<file path="src/rtl/fpu_arb_pkg.sv">
`default_nettype none
// ============================================================================
// Module      : fpu_arb_pkg
// Description : Shared types for the FPU sharing arbiter. The request struct
//               carries every operand/op field an fpnew_top instance takes.
//               The enum encodings mirror fpnew_pkg bit-for-bit, so a request
//               can be cast straight onto the FPU input fields.
// Revision    : 1.0 - initial release
// ============================================================================
package fpu_arb_pkg;

    localparam int FpuWidth = 64;
    localparam int StatusW  = 5;

    typedef enum logic [2:0] {
        RNE = 3'b000,
        RTZ = 3'b001,
        RDN = 3'b010,
        RUP = 3'b011,
        RMM = 3'b100,
        ROD = 3'b101,
        DYN = 3'b111
    } roundmode_e;

    typedef enum logic [3:0] {
        FMADD, FNMSUB, ADD, MUL, DIV, SQRT, SGNJ, MINMAX,
        CMP, CLASSIFY, F2F, F2I, I2F, CPKAB, CPKCD
    } operation_e;

    typedef enum logic [2:0] {
        FP32    = 3'd0,
        FP64    = 3'd1,
        FP16    = 3'd2,
        FP8     = 3'd3,
        FP16ALT = 3'd4
    } fp_format_e;

    typedef enum logic [1:0] {
        INT8, INT16, INT32, INT64
    } int_format_e;

    typedef struct packed {
        logic [2:0][FpuWidth-1:0] operands;
        roundmode_e               rnd_mode;
        operation_e               op;
        logic                     op_mod;
        fp_format_e               src_fmt;
        fp_format_e               dst_fmt;
        int_format_e              int_fmt;
        logic                     vectorial_op;
    } fpu_req_t;

endpackage : fpu_arb_pkg
`default_nettype wire

</file>
<file path="src/rtl/fpu_share_arbiter_rr_arbiter.sv">
`default_nettype none
// ============================================================================
// Module      : rr_arbiter
// Description : Combinational round-robin pick. Grants the first asserted
//               valid at or after i_ptr, scanning upward and wrapping from
//               NumReq-1 to 0. The pointer register lives in the parent.
// Ports       : i_valid     - request vector
//               i_ptr       - scan start index (< NumReq)
//               o_grant_oh  - one-hot grant (zero when nothing valid)
//               o_grant_idx - binary grant index (zero when nothing valid)
//               o_any       - any request valid
// Revision    : 1.0 - initial release
// ============================================================================
module rr_arbiter #(
    parameter int NumReq = 4,
    parameter int IdW    = $clog2(NumReq)
) (
    input  logic [NumReq-1:0] i_valid,
    input  logic [IdW-1:0]    i_ptr,
    output logic [NumReq-1:0] o_grant_oh,
    output logic [IdW-1:0]    o_grant_idx,
    output logic              o_any
);

    logic [IdW:0]   w_sum;
    logic [IdW-1:0] w_idx;
    logic           w_found;

    assign o_any = |i_valid;

    always_comb begin
        o_grant_oh  = '0;
        o_grant_idx = '0;
        w_found     = 1'b0;
        w_sum       = '0;
        w_idx       = '0;
        for (int off = 0; off < NumReq; off++) begin
            // (ptr + off) mod NumReq without a divider: one conditional subtract
            w_sum = {1'b0, i_ptr} + (IdW+1)'(off);
            if (w_sum >= (IdW+1)'(NumReq)) begin
                w_sum = w_sum - (IdW+1)'(NumReq);
            end
            w_idx = w_sum[IdW-1:0];
            if (!w_found && i_valid[w_idx]) begin
                w_found            = 1'b1;
                o_grant_oh[w_idx]  = 1'b1;
                o_grant_idx        = w_idx;
            end
        end
    end

endmodule : rr_arbiter
`default_nettype wire

</file>
<file path="src/rtl/fpu_share_arbiter.sv">
`default_nettype none
// ============================================================================
// Module      : fpu_share_arbiter
// Description : Shares one fpnew_top between NumReq requesters. Round-robin
//               issue, grant index carried through the FPU as its tag and
//               used to route each result back. An in-flight credit counter
//               caps outstanding operations at MaxInflight.
// Ports       : req_*     - per-requester request channel (valid/ready/op)
//               resp_*    - per-requester response valid/ready, shared bus
//               fpu_*     - connection to the shared FPU
//               flush_i   - abort all in-flight work (forwarded to FPU)
//               busy_o    - in-flight count non-zero
// Option      : FPU_ARB_PERF_EN adds saturating grant/stall counters and the
//               perf_grants_o / perf_stalls_o ports.
// Revision    : 1.0 - initial release
// ============================================================================
module fpu_share_arbiter
    import fpu_arb_pkg::*;
#(
    parameter int NumReq      = 4,
    parameter int MaxInflight = 8,
    parameter int IdW         = $clog2(NumReq),
    parameter int CntW        = $clog2(MaxInflight+1)
) (
    input  logic                       clk_i,
    input  logic                       rst_i,
    input  logic [NumReq-1:0]          req_valid_i,
    output logic [NumReq-1:0]          req_ready_o,
    input  fpu_req_t [NumReq-1:0]      req_op_i,
    output logic [NumReq-1:0]          resp_valid_o,
    input  logic [NumReq-1:0]          resp_ready_i,
    output logic [FpuWidth-1:0]        resp_result_o,
    output logic [StatusW-1:0]         resp_status_o,
    input  logic                       flush_i,
    output fpu_req_t                   fpu_req_o,
    output logic [IdW-1:0]             fpu_tag_o,
    output logic                       fpu_in_valid_o,
    input  logic                       fpu_in_ready_i,
    input  logic [FpuWidth-1:0]        fpu_result_i,
    input  logic [StatusW-1:0]         fpu_status_i,
    input  logic [IdW-1:0]             fpu_tag_i,
    input  logic                       fpu_out_valid_i,
    output logic                       fpu_out_ready_o,
    output logic                       fpu_flush_o,
`ifdef FPU_ARB_PERF_EN
    output logic [NumReq-1:0][31:0]    perf_grants_o,
    output logic [31:0]                perf_stalls_o,
`endif
    output logic                       busy_o
);

    logic [IdW-1:0]    r_ptr;
    logic [CntW-1:0]   r_cnt;

    logic [NumReq-1:0] w_grant_oh;
    logic [IdW-1:0]    w_grant_idx;
    logic              w_any_valid;
    logic              w_can_issue;
    logic              w_issue_hs;
    logic              w_resp_hs;
    logic [NumReq-1:0] w_tag_oh;
    logic              w_tag_known;
    logic              w_sel_ready;

    rr_arbiter #(
        .NumReq (NumReq),
        .IdW    (IdW)
    ) u_rr (
        .i_valid     (req_valid_i),
        .i_ptr       (r_ptr),
        .o_grant_oh  (w_grant_oh),
        .o_grant_idx (w_grant_idx),
        .o_any       (w_any_valid)
    );

    // ---------------- issue path ----------------
    // Credit check uses only the registered count, so a response in the same
    // cycle never opens the issue gate combinationally.
    assign w_can_issue    = !rst_i && !flush_i && (r_cnt < CntW'(MaxInflight));
    assign fpu_in_valid_o = w_can_issue && w_any_valid;
    assign fpu_req_o      = req_op_i[w_grant_idx];
    assign fpu_tag_o      = w_grant_idx;
    assign req_ready_o    = (w_can_issue && fpu_in_ready_i) ? w_grant_oh : '0;
    assign w_issue_hs     = fpu_in_valid_o && fpu_in_ready_i;

    // ---------------- response path ----------------
    // Decoding the tag by compare keeps non-power-of-2 NumReq safe: an
    // out-of-range tag matches no requester and is simply dropped.
    always_comb begin
        w_tag_oh    = '0;
        w_tag_known = 1'b0;
        w_sel_ready = 1'b0;
        for (int k = 0; k < NumReq; k++) begin
            if (fpu_tag_i == IdW'(k)) begin
                w_tag_oh[k] = 1'b1;
                w_tag_known = 1'b1;
                w_sel_ready = resp_ready_i[k];
            end
        end
    end

    assign resp_valid_o    = (fpu_out_valid_i && !flush_i && !rst_i) ? w_tag_oh : '0;
    assign fpu_out_ready_o = !rst_i && (flush_i || !w_tag_known || w_sel_ready);
    assign resp_result_o   = fpu_result_i;
    assign resp_status_o   = fpu_status_i;
    assign w_resp_hs       = fpu_out_valid_i && fpu_out_ready_o;

    assign fpu_flush_o     = flush_i;
    assign busy_o          = (r_cnt != '0);

    // ---------------- pointer and credit counter ----------------
    always_ff @(posedge clk_i) begin
        if (rst_i) begin
            r_ptr <= '0;
            r_cnt <= '0;
        end else begin
            if (w_issue_hs) begin
                r_ptr <= (w_grant_idx == IdW'(NumReq-1)) ? '0 : w_grant_idx + 1'b1;
            end
            if (flush_i) begin
                r_cnt <= '0;
            end else if (w_issue_hs && !w_resp_hs) begin
                r_cnt <= r_cnt + 1'b1;
            end else if (!w_issue_hs && w_resp_hs && (r_cnt != '0)) begin
                r_cnt <= r_cnt - 1'b1;
            end
        end
    end

`ifndef SYNTHESIS
    a_tag_in_range: assert property (@(posedge clk_i) disable iff (rst_i)
        fpu_out_valid_i |-> w_tag_known);
`endif

`ifdef FPU_ARB_PERF_EN
    logic [NumReq-1:0][31:0] r_grants;
    logic [31:0]             r_stalls;
    logic                    w_stall;

    assign w_stall = (w_any_valid && !fpu_in_valid_o) || (fpu_in_valid_o && !fpu_in_ready_i);

    always_ff @(posedge clk_i) begin
        if (rst_i) begin
            r_grants <= '0;
            r_stalls <= '0;
        end else begin
            for (int k = 0; k < NumReq; k++) begin
                if (w_issue_hs && w_grant_oh[k] && (r_grants[k] != '1)) begin
                    r_grants[k] <= r_grants[k] + 32'd1;
                end
            end
            if (w_stall && (r_stalls != '1)) begin
                r_stalls <= r_stalls + 32'd1;
            end
        end
    end

    assign perf_grants_o = r_grants;
    assign perf_stalls_o = r_stalls;
`endif

endmodule : fpu_share_arbiter
`default_nettype wire

</file>
<file path="config.mk">
export PLATFORM = sky130hd
export DESIGN_NAME = fpu_share_arbiter
export DESIGN_NICKNAME = d
export VERILOG_FILES = /design/src/rtl/fpu_arb_pkg.sv /design/src/rtl/fpu_share_arbiter_rr_arbiter.sv /design/src/rtl/fpu_share_arbiter.sv
export SDC_FILE = /design/constraint.sdc
export NUM_CORES = 1
export LEC_CHECK = 0
export ABC_AREA = 1
export CAP_MARGIN = 0
export CORE_AREA = 2 2 472 474
export CTS_CLUSTER_SIZE = 16
export DETAILED_ROUTE_END_ITERATION = 10
export DIE_AREA = 0 0 474 476
export PLACE_DENSITY = 0.3
export REMOVE_ABC_BUFFERS = 1
export SYNTH_ARGS = -nofsm -noshare
export SYNTH_HDL_FRONTEND = slang
export SYNTH_SLANG_ARGS = --single-unit
</file>
<file path="constraint.sdc">
create_clock -name clk_i -period 3.5 [get_ports clk_i]
set_clock_uncertainty 0.05 [all_clocks]
set_input_delay 0.7 -clock clk_i [delete_from_list [all_inputs] [get_ports clk_i]]
set_output_delay 0.7 -clock clk_i [all_outputs]
set_load 0.005 [all_outputs]
</file>
* After elaboration in Yosys (flattened, before gate mapping)
Cells that the tools add are included. Widths: inputs -> output; s select.
Operators by class: reductions and logical operators 34, equal/unequal tests 4, add/subtract/negate cells 10, muxes and demuxes 49, $lt $le $gt $ge 14, bitwise operators 3
Operators by type and width (count):
- $bmux 209 s2 | 1
- $mux 209 | 1
- $mux 4 | 8
- $mux 1 | 22
- $logic_and 1x1->1 | 19
- $mux 2 | 9
- $lt 2x3->1 const B | 5
- $or 4x4->4 | 3
- $ge 3x3->1 const B | 3
- $bmux 1 s2 | 4
- $demux 1 s2 | 4
- $ge 2x1->1 const B | 4
- $logic_not 1->1 | 8
- $sub 2x1->2 const B | 4
- $add 2x2->3 const B | 2
- $eq 2x2->1 const B | 3
- $add 4x1->4 const B | 1
- $lt 4x4->1 const B | 1
- $reduce_bool 4->1 | 1
- $reduce_or 4->1 | 1
- $sub 4x1->4 const B | 1
- $add 2x1->3 const B | 1
- $ge 2x3->1 const B | 1
- $add 2x1->2 const B | 1
- other kinds (5) | 6
Storage, ports and cells: bits of input ports 920, flip-flop bits (word level) 6, output and inout port bits 292

* Depth between registers and ports, before layout
depth in word-level cells 16, gate-level depth with buffers 16, gate-level depth less buffers 16

* By module
A second synthesis with hierarchy kept.
Unflattened totals: cell total of the unflattened synthesis 1421, area, all modules 7098.1 um2
By module, submodules not included:
- fpu_share_arbiter | cells each 1338, seq. area each 120.1 um2, area an instance 6615.1 um2, times used 1
- rr_arbiter | cells each 83, seq. area each 0.0 um2, area an instance 483.0 um2, times used 1

* Worst setup path before layout
Ideal clock, no wire load.
path kind register to output, start register (tool-made name), end output port fpu_req_o[168] (netlist name), buffers on the path 3, arrival 2.183 ns, stages on the path, launching flop included 16, setup slack 0.567 ns, data required time 2.750 ns, cells stage by stage dfxtp_1 -> buf_6 -> inv_4 -> ha_1 -> inv_1 -> nand3_1 -> nand2_2 -> nand2_2 -> nor2_4 -> nand2_1 -> nand2_2 -> inv_2 -> buf_4 -> clkbuf_4 -> o211ai_2 -> nand2_1
RTL lines:
- end, declared | RTL line fpu_share_arbiter.sv:35 | output fpu_req_t fpu_req_o,

==> impl_metrics.ini <==
[grt]
grt_pass1_wl_mm = 203
grt_max_degree = 30
grt_pass1_vias = 18346
antenna_found_initial = 151
grt_overflow = 0
grt_util_all_layers_pct = 13.8

[timing]
rsz0062_at_grt = true
maxSlewViolCount = 0
max_freq_ghz = 0.266
holdWs_ps = 465
setup_violations = 178
setup_slack_ps = -266
worstMarginPinSlew_ps = 742
hold_violations = 0
layout_min_cycle_time_ps = 3770
timing.slew.headroom_pct = 50.3
setup-tns-final_ps = -15780
timing.final.crit_share_pct = 108

[setup_path]
crit_fanout = 6
cp.required_ps = 2750
worstSetupEndpointType = output pin
start_kind = input port
path_class = input port to output pin
r2r-start = r_ptr[1]$_SDFFE_PP0P_
slowest_stage = o211ai_1
cp_top_family = buffers and inverters
ff2ff_path_depth = 19
r2r-end = r_ptr[1]$_SDFFE_PP0P_
critical_path_buf_inv_count = 9
r2r_setup_slack_ps = 990
slowest_delay_ps = 400
crit_arrival_ps = 3020
path_cells = buf_8 -> inv_6 -> o21ai_4 -> nand2_2 -> nand2_4 -> inv_4 -> nand3_4 -> nand2_2 -> nand2_4 -> nand2_8 -> buf_12 -> buf_16 -> buf_12 -> buf_8 -> buf_8 -> o211ai_1 -> nand2_2 -> buf_6

[synthesis]
netlist.area_leader.share_pct = 32.4
async_reset_ff_share_pct = 0
ys.flop_type = dfxtp_1
synth_area_sq_um = 9500
ys_warn_count = 0
synth_seq_cells = 6
synthCells = 1830
synth_area_leader_cell = o211ai_1
synth_area_leaders = o211ai_1 32%, nand2_1 26%, inv_1 18%
syn_area_per_cell_sq_um = 5.19
synth_cell_types = 33
yosysSeqAreaShare_pct = 1.26
synth-edff-count = 0

[floorplanning]
start_util_pct = 4.30
die_x_um = 474
ios = 1212
core_area_sq_um = 221000
std_cell_rows = 173
die_area_sq_um = 226000
die_h_um = 476

[cts]
cts_buffers = 3
h-tree-depth = 1
clockBufferDepth = 2
clock_latency_ps = 230
cts_tree = built
cts-root-buf = clkbuf_16
path_clk_slew_ps = 30
clkSinkCount = 6
hold_buffers = 0

[flow_run]
max-cap-violations = 0

[power_and_ir_drop]
leakage_nw = 12.7
power.total_mw = 11.1
peakVddDrop_uv = 117
p_per_area_nw_per_um2 = 376

[place]
dp_cells = 5878
port-buffer-count = 1073
post-place-ws_ps = -1170
gp_congestion = 0.882
hpwl_mm = 142

[detailed_routing]
drcViolationCount = 0
initialDrtViolationCount = 925
wl_per_cell_um = 27.0
vias = 18575
drt_first_pass_iters = 5
via_per_inst = 3.01
drt-total-wl_mm = 167
ant_nets = 0

[hold_path]
whs_endpoint = r_cnt[3]$_SDFFE_PP0P_
hold_path.class = flop to flop
min_path_cells = 2
holdCritStartpoint = r_cnt[3]$_SDFFE_PP0P_

[cells_and_area]
fin_cells = 6178
layout_commonest_cell = clkdlybuf4s50_1
drive_above_1_share_pct = 26.2
syn_to_final_growth_pct = 210
final_cell_mix = 859 x clkdlybuf4s50_1, 571 x nand2_1, 440 x inv_1
finalNetCount = 4115

[status]
status = complete, but fails checks
violations = setup timing
[cells in the mapped netlist (5+ instances only)]
cell,n
nand2_2,5
nor2_1,15
buf_2,73
o211ai_2,10
ha_1,9
o211ai_1,410
dfxtp_1,6
buf_6,15
o21ai_0,9
buf_4,119
inv_1,444
nand3_1,11
nand2_1,667
[per-layer routing]
layer	routed length [um]	track usage (%)	vias up
met5	855	0.256	-
met4	1990	0.858	120
met3	18200	5.74	262
met2	75600	22.9	1098
met1	70300	17.3	8554
li1	-	-	8541
[cell type report]
cell class                      instances  area, sq um
Antenna cell                           20         50.0
Clock buffer                            3         75.1
Fill cell                           25807       192000
Inverter                              448         1710
Multi-Input combinational cell       1168         6770
Sequential cell                         6          121
Tap cell                             2975         3720
Timing Repair Buffer                 1558        17000
[cell families (layout without fill, tap and decap cells)]
logic type,count (synthesis),in the layout,synth area share [%]
AOI/OAI and AO/OA,442,442,35.1
xor gates and xnor gates,1,1,0.0922
and+or+nand+nor,714,715,29.3
buffers and inverters,657,2009,32.9
other,0,20,0
DFF,6,6,1.26
adders and majority gates,10,10,1.40
[timing repair]
action,CTS,global route
buffers inserted,184,81
resized for setup,956,222
pin swaps,217,174
setup endpoints to repair,215,210
cloned,30,16
[through the flow]
| stage | cell area, sq um | util (%) |
|---|---|---|
| 6_report | 29400 | 13.3 |
| 5_1_grt | 29400 | 13.3 |
| 4_1_cts | 28200 | 12.8 |
| 3_5_place_dp | 24900 | 11.3 |
| 3_3_place_gp | 24900 | 11.3 |
| 2_1_floorplan | 8060 | - |
[power breakdown]
group / internal, mW / switching [mW]
Sequential: 0.0718 / 0.00291
Combinational: 5.76 / 5.04
Clock: 0.147 / 0.0372
Total: 5.98 / 5.08
[worst max-delay path by stage]
| stage | startpoint | to | slack, ps | cells past startpoint |
|---|---|---|---|---|
| 6_report | req_valid_i[2] | fpu_req_o[176] | -270 | 18 |
| 5_1_grt | req_valid_i[2] | fpu_req_o[176] | -330 | 18 |
| 4_1_cts | req_valid_i[2] | fpu_req_o[176] | -330 | 18 |
| 3_5_place_dp | req_valid_i[0] | fpu_req_o[26] | -1170 | 16 |
| 3_3_place_gp | req_valid_i[0] | fpu_req_o[26] | -1220 | 16 |
| 2_1_floorplan | flop | fpu_req_o[0] | -3280 | 12 |
[worst register-to-register path, delay by kind of cell, from the launching register on]
kind,cells,cell delay (ps)
fa+ha+maj,1,270
flops,1,320
buf+inv,9,980
simple gates,9,790
(Power assumes the default switching activity.)
